==> src/rtl/mc_control_fsm.sv <==
`default_nettype none
// ============================================================================
// mc_control_fsm : multicycle MIPS main controller (R, lw, sw, beq) with
//                  memory stall/timeout trap and retired-instruction counter
// Revision       : 1.0 - initial release
// ============================================================================
module mc_control_fsm #(
  parameter int unsigned MEM_TIMEOUT = 15,
  parameter int unsigned CNT_W       = 16
) (
  input  logic             clk,
  input  logic             rst_n,
  input  logic [5:0]       opcode_i,
  input  logic             mem_ready_i,
  output logic             pc_write_o,
  output logic             pc_write_cond_o,
  output logic             iord_o,
  output logic             mem_read_o,
  output logic             mem_write_o,
  output logic             ir_write_o,
  output logic             mem_to_reg_o,
  output logic             reg_write_o,
  output logic             reg_dst_o,
  output logic             alu_src_a_o,
  output logic [1:0]       alu_src_b_o,
  output logic [1:0]       alu_op_o,
  output logic [1:0]       pc_source_o,
  output logic [3:0]       state_o,
  output logic             instr_done_o,
  output logic             illegal_op_o,
  output logic             mem_err_o,
  output logic [CNT_W-1:0] retired_o
);

  typedef enum logic [3:0] {
    S_FETCH  = 4'd0,
    S_DECODE = 4'd1,
    S_MEMADR = 4'd2,
    S_MEMRD  = 4'd3,
    S_MEMWB  = 4'd4,
    S_MEMWR  = 4'd5,
    S_EXEC   = 4'd6,
    S_ALUWB  = 4'd7,
    S_BRANCH = 4'd8,
    S_HALT   = 4'd15
  } state_t;

  typedef struct packed {
    logic       pc_write_cond;
    logic       iord;
    logic       mem_read;
    logic       mem_write;
    logic       mem_to_reg;
    logic       reg_write;
    logic       reg_dst;
    logic       alu_src_a;
    logic [1:0] alu_src_b;
    logic [1:0] alu_op;
    logic [1:0] pc_source;
  } ctrl_t;

  localparam logic [5:0] c_OP_R   = 6'b000000;
  localparam logic [5:0] c_OP_LW  = 6'b100011;
  localparam logic [5:0] c_OP_SW  = 6'b101011;
  localparam logic [5:0] c_OP_BEQ = 6'b000100;
  localparam logic [7:0] c_TIMEOUT = 8'(MEM_TIMEOUT);

  state_t           state_q, state_d;
  ctrl_t            ctrl_q;
  logic [7:0]       wait_q, wait_d;
  logic [CNT_W-1:0] retired_q, retired_d;
  logic             illegal_q, illegal_d;
  logic             mem_err_q, mem_err_d;
  logic             mem_state, stalled, timeout_hit, instr_done;

  function automatic ctrl_t ctrl_decode(input state_t s);
    ctrl_t c;
    c = '0;
    case (s)
      S_FETCH:  begin c.mem_read = 1'b1; c.alu_src_b = 2'b01; end
      S_DECODE: c.alu_src_b = 2'b11;
      S_MEMADR: begin c.alu_src_a = 1'b1; c.alu_src_b = 2'b10; end
      S_MEMRD:  begin c.mem_read = 1'b1; c.iord = 1'b1; end
      S_MEMWB:  begin c.reg_write = 1'b1; c.mem_to_reg = 1'b1; end
      S_MEMWR:  begin c.mem_write = 1'b1; c.iord = 1'b1; end
      S_EXEC:   begin c.alu_src_a = 1'b1; c.alu_op = 2'b01; end
      S_ALUWB:  begin c.reg_write = 1'b1; c.reg_dst = 1'b1; end
      S_BRANCH: begin
        c.alu_src_a     = 1'b1;
        c.alu_op        = 2'b10;
        c.pc_source     = 2'b01;
        c.pc_write_cond = 1'b1;
      end
      default:  c = '0;
    endcase
    return c;
  endfunction

  always_comb begin
    mem_state   = (state_q == S_FETCH) || (state_q == S_MEMRD) || (state_q == S_MEMWR);
    stalled     = mem_state && !mem_ready_i;
    // A completing access (mem_ready=1) never trips the timeout.
    timeout_hit = stalled && (c_TIMEOUT != 8'd0) && (wait_q == c_TIMEOUT);
    instr_done  = (state_q == S_MEMWB) || (state_q == S_ALUWB) || (state_q == S_BRANCH) ||
                  ((state_q == S_MEMWR) && mem_ready_i);

    state_d   = state_q;
    illegal_d = illegal_q;
    mem_err_d = mem_err_q | timeout_hit;

    if (timeout_hit) begin
      state_d = S_HALT;
    end else begin
      case (state_q)
        S_FETCH:  if (mem_ready_i) state_d = S_DECODE;
        S_DECODE: begin
          case (opcode_i)
            c_OP_R:           state_d = S_EXEC;
            c_OP_LW, c_OP_SW: state_d = S_MEMADR;
            c_OP_BEQ:         state_d = S_BRANCH;
            default: begin
              state_d   = S_HALT;
              illegal_d = 1'b1;
            end
          endcase
        end
        S_MEMADR: state_d = (opcode_i == c_OP_SW) ? S_MEMWR : S_MEMRD;
        S_MEMRD:  if (mem_ready_i) state_d = S_MEMWB;
        S_MEMWB:  state_d = S_FETCH;
        S_MEMWR:  if (mem_ready_i) state_d = S_FETCH;
        S_EXEC:   state_d = S_ALUWB;
        S_ALUWB:  state_d = S_FETCH;
        S_BRANCH: state_d = S_FETCH;
        S_HALT:   state_d = S_HALT;
        default:  state_d = S_FETCH;
      endcase
    end

    if (state_d != state_q) begin
      wait_d = '0;
    end else if (stalled) begin
      wait_d = wait_q + 8'd1;
    end else begin
      wait_d = wait_q;
    end

    retired_d = retired_q + CNT_W'(instr_done);
  end

  // Moore controls are registered from the next state so they line up with state_q.
  always_ff @(posedge clk or negedge rst_n) begin
    if (!rst_n) begin
      state_q   <= S_FETCH;
      ctrl_q    <= ctrl_decode(S_FETCH);
      wait_q    <= '0;
      retired_q <= '0;
      illegal_q <= 1'b0;
      mem_err_q <= 1'b0;
    end else begin
      state_q   <= state_d;
      ctrl_q    <= ctrl_decode(state_d);
      wait_q    <= wait_d;
      retired_q <= retired_d;
      illegal_q <= illegal_d;
      mem_err_q <= mem_err_d;
    end
  end

  assign pc_write_o      = (state_q == S_FETCH) && mem_ready_i;
  assign ir_write_o      = (state_q == S_FETCH) && mem_ready_i;
  assign pc_write_cond_o = ctrl_q.pc_write_cond;
  assign iord_o          = ctrl_q.iord;
  assign mem_read_o      = ctrl_q.mem_read;
  assign mem_write_o     = ctrl_q.mem_write;
  assign mem_to_reg_o    = ctrl_q.mem_to_reg;
  assign reg_write_o     = ctrl_q.reg_write;
  assign reg_dst_o       = ctrl_q.reg_dst;
  assign alu_src_a_o     = ctrl_q.alu_src_a;
  assign alu_src_b_o     = ctrl_q.alu_src_b;
  assign alu_op_o        = ctrl_q.alu_op;
  assign pc_source_o     = ctrl_q.pc_source;
  assign state_o         = state_q;
  assign instr_done_o    = instr_done;
  assign illegal_op_o    = illegal_q;
  assign mem_err_o       = mem_err_q;
  assign retired_o       = retired_q;

endmodule
`default_nettype wire

==> config.mk <==
export PLATFORM = sky130hd
export DESIGN_NAME = mc_control_fsm
export DESIGN_NICKNAME = d
export VERILOG_FILES = /design/src/rtl/mc_control_fsm.sv
export SDC_FILE = /design/constraint.sdc
export NUM_CORES = 1
export LEC_CHECK = 0
export ABC_AREA = 1
export CAP_MARGIN = 15
export CORE_MARGIN = 10
export CORE_UTILIZATION = 45
export DETAILED_ROUTE_END_ITERATION = 10
export MAX_ROUTING_LAYER = met4
export PLACE_DENSITY_LB_ADDON = 0.12
export SYNTH_ARGS = -nofsm -noshare
export SYNTH_HDL_FRONTEND = slang
export SYNTH_SLANG_ARGS = --single-unit
==> constraint.sdc <==
create_clock -name clk -period 3 [get_ports clk]
set_input_delay 0.45 -clock clk [delete_from_list [all_inputs] [get_ports clk]]
set_output_delay 0.45 -clock clk [all_outputs]
set_load 0.02 [all_outputs]
* After elaboration in Yosys (flattened, before gate mapping)
Index checks and enable logic that the tools add are counted.
** Operators by class
- $add $sub $neg :: 2
- Equality and inequality tests :: 22
- Multiplexer cells :: 20
- Bitwise logic cells :: 3
- Reduce and logical (&&, ||, !) cells :: 21
** Operators by type and width (number)
- 4-bit by 3-bit == test with 1-bit output (second input constant) :: 8
- 4-bit case mux with 7 select lines :: 1
- 16-bit by 1-bit adder with 16-bit output :: 1
- 4-bit by 2-bit == test with 1-bit output (second input constant) :: 4
- 4-bit 2-to-1 mux :: 4
- 8-bit 2-to-1 mux :: 2
- 4-bit == test (second input constant) :: 3
- 6-bit == test (second input constant) :: 2
- 4-bit case mux with 3 select lines :: 1
- 1-bit 2-to-1 mux :: 9
- 8-bit by 1-bit adder with 8-bit output (second input constant) :: 1
- 4-bit by 1-bit == test with 1-bit output (second input constant) :: 2
- 8-bit by 4-bit == test with 1-bit output (second input constant) :: 1
- 4-bit zero test :: 2
- 2-bit OR reduction :: 4
- 6-bit by 3-bit == test with 1-bit output (second input constant) :: 1
- 6-bit zero test :: 1
- 2-bit case mux with 3 select lines :: 1
- 1-bit logical OR :: 5
- 1-bit logical AND :: 4
- 4-bit != test :: 1
- 2-bit case mux with 2 select lines :: 1
- 4-bit OR reduction :: 1
- 3-bit 2-to-1 mux :: 1
- 6 further kinds :: 7
** Storage, ports and cells
- Bits in registers :: 44
- Output and inout port bits :: 39

* Logic depth before layout (Yosys ltp)
- Depth after elaboration :: 9
- Mapped depth :: 15

* Worst setup path before layout
Ideal clock, no wire load.
- Path kind :: register to register
- Start point :: reg state_q[3], in the netlist state_o[3]
- End point :: reg retired_q[14], in the netlist retired_o[14]
- Data arrival time :: 2.651 ns
- Slack :: 0.270 ns
- Cell stages (with the launch flop) :: 15
- Clock period less this slack :: 2.730 ns
- Cells stage by stage :: dfrtp_1 -> inv_1 -> nand2_2 -> inv_1 -> nand2_2 -> o211ai_1 -> ha_1 -> ha_1 -> nand2_1 -> nor2_1 -> nand3_1 -> nor2_1 -> nand3_1 -> nor4_1 -> xor2_1
** Between the ends
- Word-level cells in the longest chain between the ends :: 5
- Elaborated cells on any way between the ends :: 9
- Those cells by class :: add/sub (1); eq/ne (4); reduce/logical (4)
** Ends and longest elaborated chain
- from (decl) :: RTL line 68 : state_t state_q, state_d;
- from (signal assigned) :: RTL line 160 : state_q <= state_d;
- 4-bit by 3-bit == test with 1-bit output :: RTL line 104 : instr_done = (state_q == S_MEMWB) || (state_q == S_ALUWB) || (state_q == S_BRANCH) ||
- 1-bit logical OR (2 in a row) :: RTL line 104
- 1-bit logical OR (*) :: RTL line 104
- net instr_done_o :: RTL line 29 : output logic instr_done_o,
- 16-bit by 1-bit adder with 16-bit output (*) :: RTL line 147 : retired_d = retired_q + CNT_W'(instr_done);
- net retired_d[14] :: RTL line 71 : logic [CNT_W-1:0] retired_q, retired_d;
- to (signal assigned) :: RTL line 163 : retired_q <= retired_d;
- to (decl) :: RTL line 71
Mark *: on every way through the listed nets, which the timed path passes. The rest lies on a longest branch.
A chain may end at the register's enable or synchronous reset.

* Final worst setup path
- Start point :: reg state_q[3], in the netlist state_o[3]
- End point :: reg retired_q[14], in the netlist retired_o[14]
** Between the ends
- Word-level cells in the longest chain between the ends :: 5
- Elaborated cells on any way between the ends :: 9
- Those cells by class :: add/sub (1); eq/ne (4); reduce/logical (4)
** Ends and longest elaborated chain (RTL line)
- 4-bit by 3-bit == test with 1-bit output :: 104
- 1-bit logical OR (2 in a row) :: 104
- 1-bit logical OR (*) :: 104
- 16-bit by 1-bit adder with 16-bit output (*) :: 147
- net retired_d[14] :: 71
Marked as above.

==> run summary <==
Horiz. Die Dim -> 89.1 µm
Tmin final -> 2.66 ns
Max-Cap Viols -> 0
1st-pass router iterations -> 4
CTS Root Cell -> clkbuf_8
Post-DRT Antenna Nets -> 0
Syn-to-layout area delta -> 29.8%
io pins -> 48
post-synth cell types -> 32
first-pass GRT wire length -> 7.40 mm
crit-path max FO -> 5
Hold Violations, Final -> 0
initial antenna violation count -> 0
final setup fails -> 0
most frequent cells in the layout -> clkdlybuf4s50_1 (45), dfrtp_1 (40), nand2_1 (35)
per-cell routed wire length -> 13.2 µm
area of the multi-input gates -> 983 µm²
WP data arrival -> 2.88 ns
area of the core -> 4660 µm²
Total Routed Length -> 4.54 mm
Gate Count Post-Synth -> 238
Final Max Slew Viols -> 0
Tcrit/Tclk final -> 0.887
Initial DRC Count -> 25
grt ovf -> 0
initial core utilization -> 0.461
CP cell instances -> inv_1 > nand2_2 > inv_1 > nand2_2 > o211ai_1 > ha_1 > ha_1 > nand2_1 > nor2_1 > nand3_1 > nor2_2 > nand3_2 > nor4_4 > xor2_1
Sink Count -> 42
GRT Total Usage -> 0.122
critical path type -> flip-flop to flip-flop
DP Area -> 2660 µm²
clk slew on worst S/H paths -> 0.08 ns
Worst Clk Skew -> 0.00569 ns
Worst setup SP type -> flip-flop
outcome -> finished clean
critical path capture point type -> flip-flop
Clock Path Buffers -> 2
fillers -> 430
via-per-instance ratio -> 4.86
commonest non-fill, non-tap cell in the layout -> clkdlybuf4s50_1
RSZ-0062 raised after global routing -> false
Num CTS Buffers -> 5
Worst Path Required -> 3.22 ns
FF+latch count, synth -> 42
Lkg Pwr -> 0.00130 µW
CP bufs+invs -> 2
Mapped Area -> 2150 µm²
overall die height -> 89.1 µm
post-detail-place hpwl -> 3.52 mm
P per Cell Area -> 375 nW/µm²
maximum vdd ir drop -> 0.000180 V
Skew-Pair Late Insertion Delay -> 0.29 ns
post-route setup TNS -> 0 ns
Placer Congestion -> 0.783
Slowest cell on crit path -> dfrtp_1
n_diodes -> 0
synthesized net count -> 250
sequential fraction of the synthesis area -> 0.490
Total Nets Final -> 301
Top Family by Delay on Critical Path -> simple AND/OR/NAND/NOR gates
Yosys warnings -> 0
Hold Path Class -> input port to async pin
Hold Worst Slack -> 0.280 ns
H-tree level count -> 2
mean post-synth cell area -> 9.03 µm²
Max Clk Rate -> 376 MHz
vias in the first global route -> 1693
Worst path max stage delay -> 0.43 ns
register area -> 1050 µm²
largest net degree at the start of global routing -> 43
PortBufs -> 46
Setup Fix Bufs, Post-CTS -> 0
relative slew slack -> 0.400
total power -> 1050 µW
share of cells above drive strength 1 -> 0.190
CTS tree -> yes
Worst Max-Slew Pin Slew -> 0.900 ns
Design Area, Final -> 2790 µm²
DRC violations left -> 0
via count -> 1673
row cnt -> 25
die area -> 7940 µm²
[per-layer routing]
layer	vias to the layer above	routed length (µm)	GRT usage
li1	856	-	-
met1	767	2080	0.136
met2	41	2130	0.205
met3	9	257	0.0346
met4	0	74	0.0434
met5	-	0	-
[registers in the layout, summed over array words and instances, names as in the netlist]
register / flops
alu_op_o: 2
alu_src_a_o: 1
alu_src_b_o: 2
illegal_op_o: 1
iord_o: 1
mem_err_o: 1
mem_read_o: 1
mem_to_reg_o: 1
mem_write_o: 1
pc_source_o: 1
reg_dst_o: 1
reg_write_o: 1
retired_o: 16
state_o: 4
wait_q: 8
[cell usage after synthesis]
| library cell | number | area share |
|---|---|---|
| dfrtp_1 | 40 | 0.47 |
| nand2_1 | 35 | 0.061 |
| nor2_1 | 30 | 0.052 |
| inv_1 | 24 | 0.042 |
| nand3_1 | 21 | 0.049 |
| xor2_1 | 14 | 0.057 |
| nand2_2 | 12 | 0.035 |
| nor2_2 | 12 | 0.035 |
| inv_2 | 5 | 0.0087 |
| nand4_1 | 5 | 0.015 |
| xnor2_1 | 5 | 0.020 |
| nor2_4 | 4 | 0.021 |
| buf_4 | 3 | 0.010 |
| ha_1 | 3 | 0.017 |
| o21ai_0 | 3 | 0.0070 |
| dfstp_2 | 2 | 0.024 |
| nand2_4 | 2 | 0.010 |
| nand3_2 | 2 | 0.0093 |
| nand3_4 | 2 | 0.016 |
| o211ai_1 | 2 | 0.0070 |
| a21oi_1 | 1 | 0.0023 |
| a31o_2 | 1 | 0.0041 |
| a31oi_1 | 1 | 0.0029 |
| clkinv_1 | 1 | 0.0017 |
| conb_1 | 1 | 0.0017 |
| mux2_2 | 1 | 0.0052 |
| nand3b_1 | 1 | 0.0035 |
| nor3_1 | 1 | 0.0023 |
| nor4_1 | 1 | 0.0029 |
| o22ai_1 | 1 | 0.0029 |
| o31ai_1 | 1 | 0.0035 |
| or2_1 | 1 | 0.0029 |
[cells by family (layout without fill, tap and decap cells)]
logic type                 after synthesis  count (layout)  share of synthesized area
AOI/OAI and AO/OA                       10              10                     0.0297
xor gates and xnor gates                19              19                     0.0774
adders and majority gates                3               3                     0.0175
buffers and inverters                   33              85                     0.0629
DFF                                     42              42                      0.490
muxes                                    1               1                    0.00524
other                                    1               1                    0.00174
and+or+nand+nor                        129             129                      0.315
[path summary, 6_finish.rpt]
check,startpoint,to,slack (ns),cells after the start
setup / recovery,state_o[3],retired_o[14],0.34,14
hold / removal,rst_n,retired_o[3],0.28,1
setup reg to reg,state_o[3],retired_o[14],0.34,14
hold reg to reg,illegal_op_o,illegal_op_o,0.47,2
max in group asynchronous,rst_n,wait_q[0],2.15,1
min in group clk,illegal_op_o,illegal_op_o,0.47,2
[where the power goes]
group          switching [µW]  internal, µW  total [µW]  leakage [µW]
clock                     199           248         448     0.0000514
sequential                  0           566         566      0.000522
combinational            21.4          11.6        33.0      0.000726
[final cells by class]
class,instances,share of cell area
clock buffer,6,0.0260
multi-input combinational,163,0.352
timing repair buffer,47,0.166
tap,54,0.0242
inverter,30,0.0404
clock inverter,2,0.0135
sequential,42,0.378
[metrics by stage]
step                      utilization  setup WS (ns)  instances
after floorplan                     -          0.270        238
after global placement          0.570          0.243        336
after detailed placement        0.570          0.173        336
after CTS                       0.594          0.330        344
after global routing            0.599         0.0177        344
final                           0.599          0.340        344
[repair_timing]
| action | CTS | global route |
|---|---|---|
| gates resized for setup | 0 | 4 |
| setup endpoints to repair | 0 | 1 |
| hold buffers | 0 | 0 |
Power figures use the tool's default switching activity.
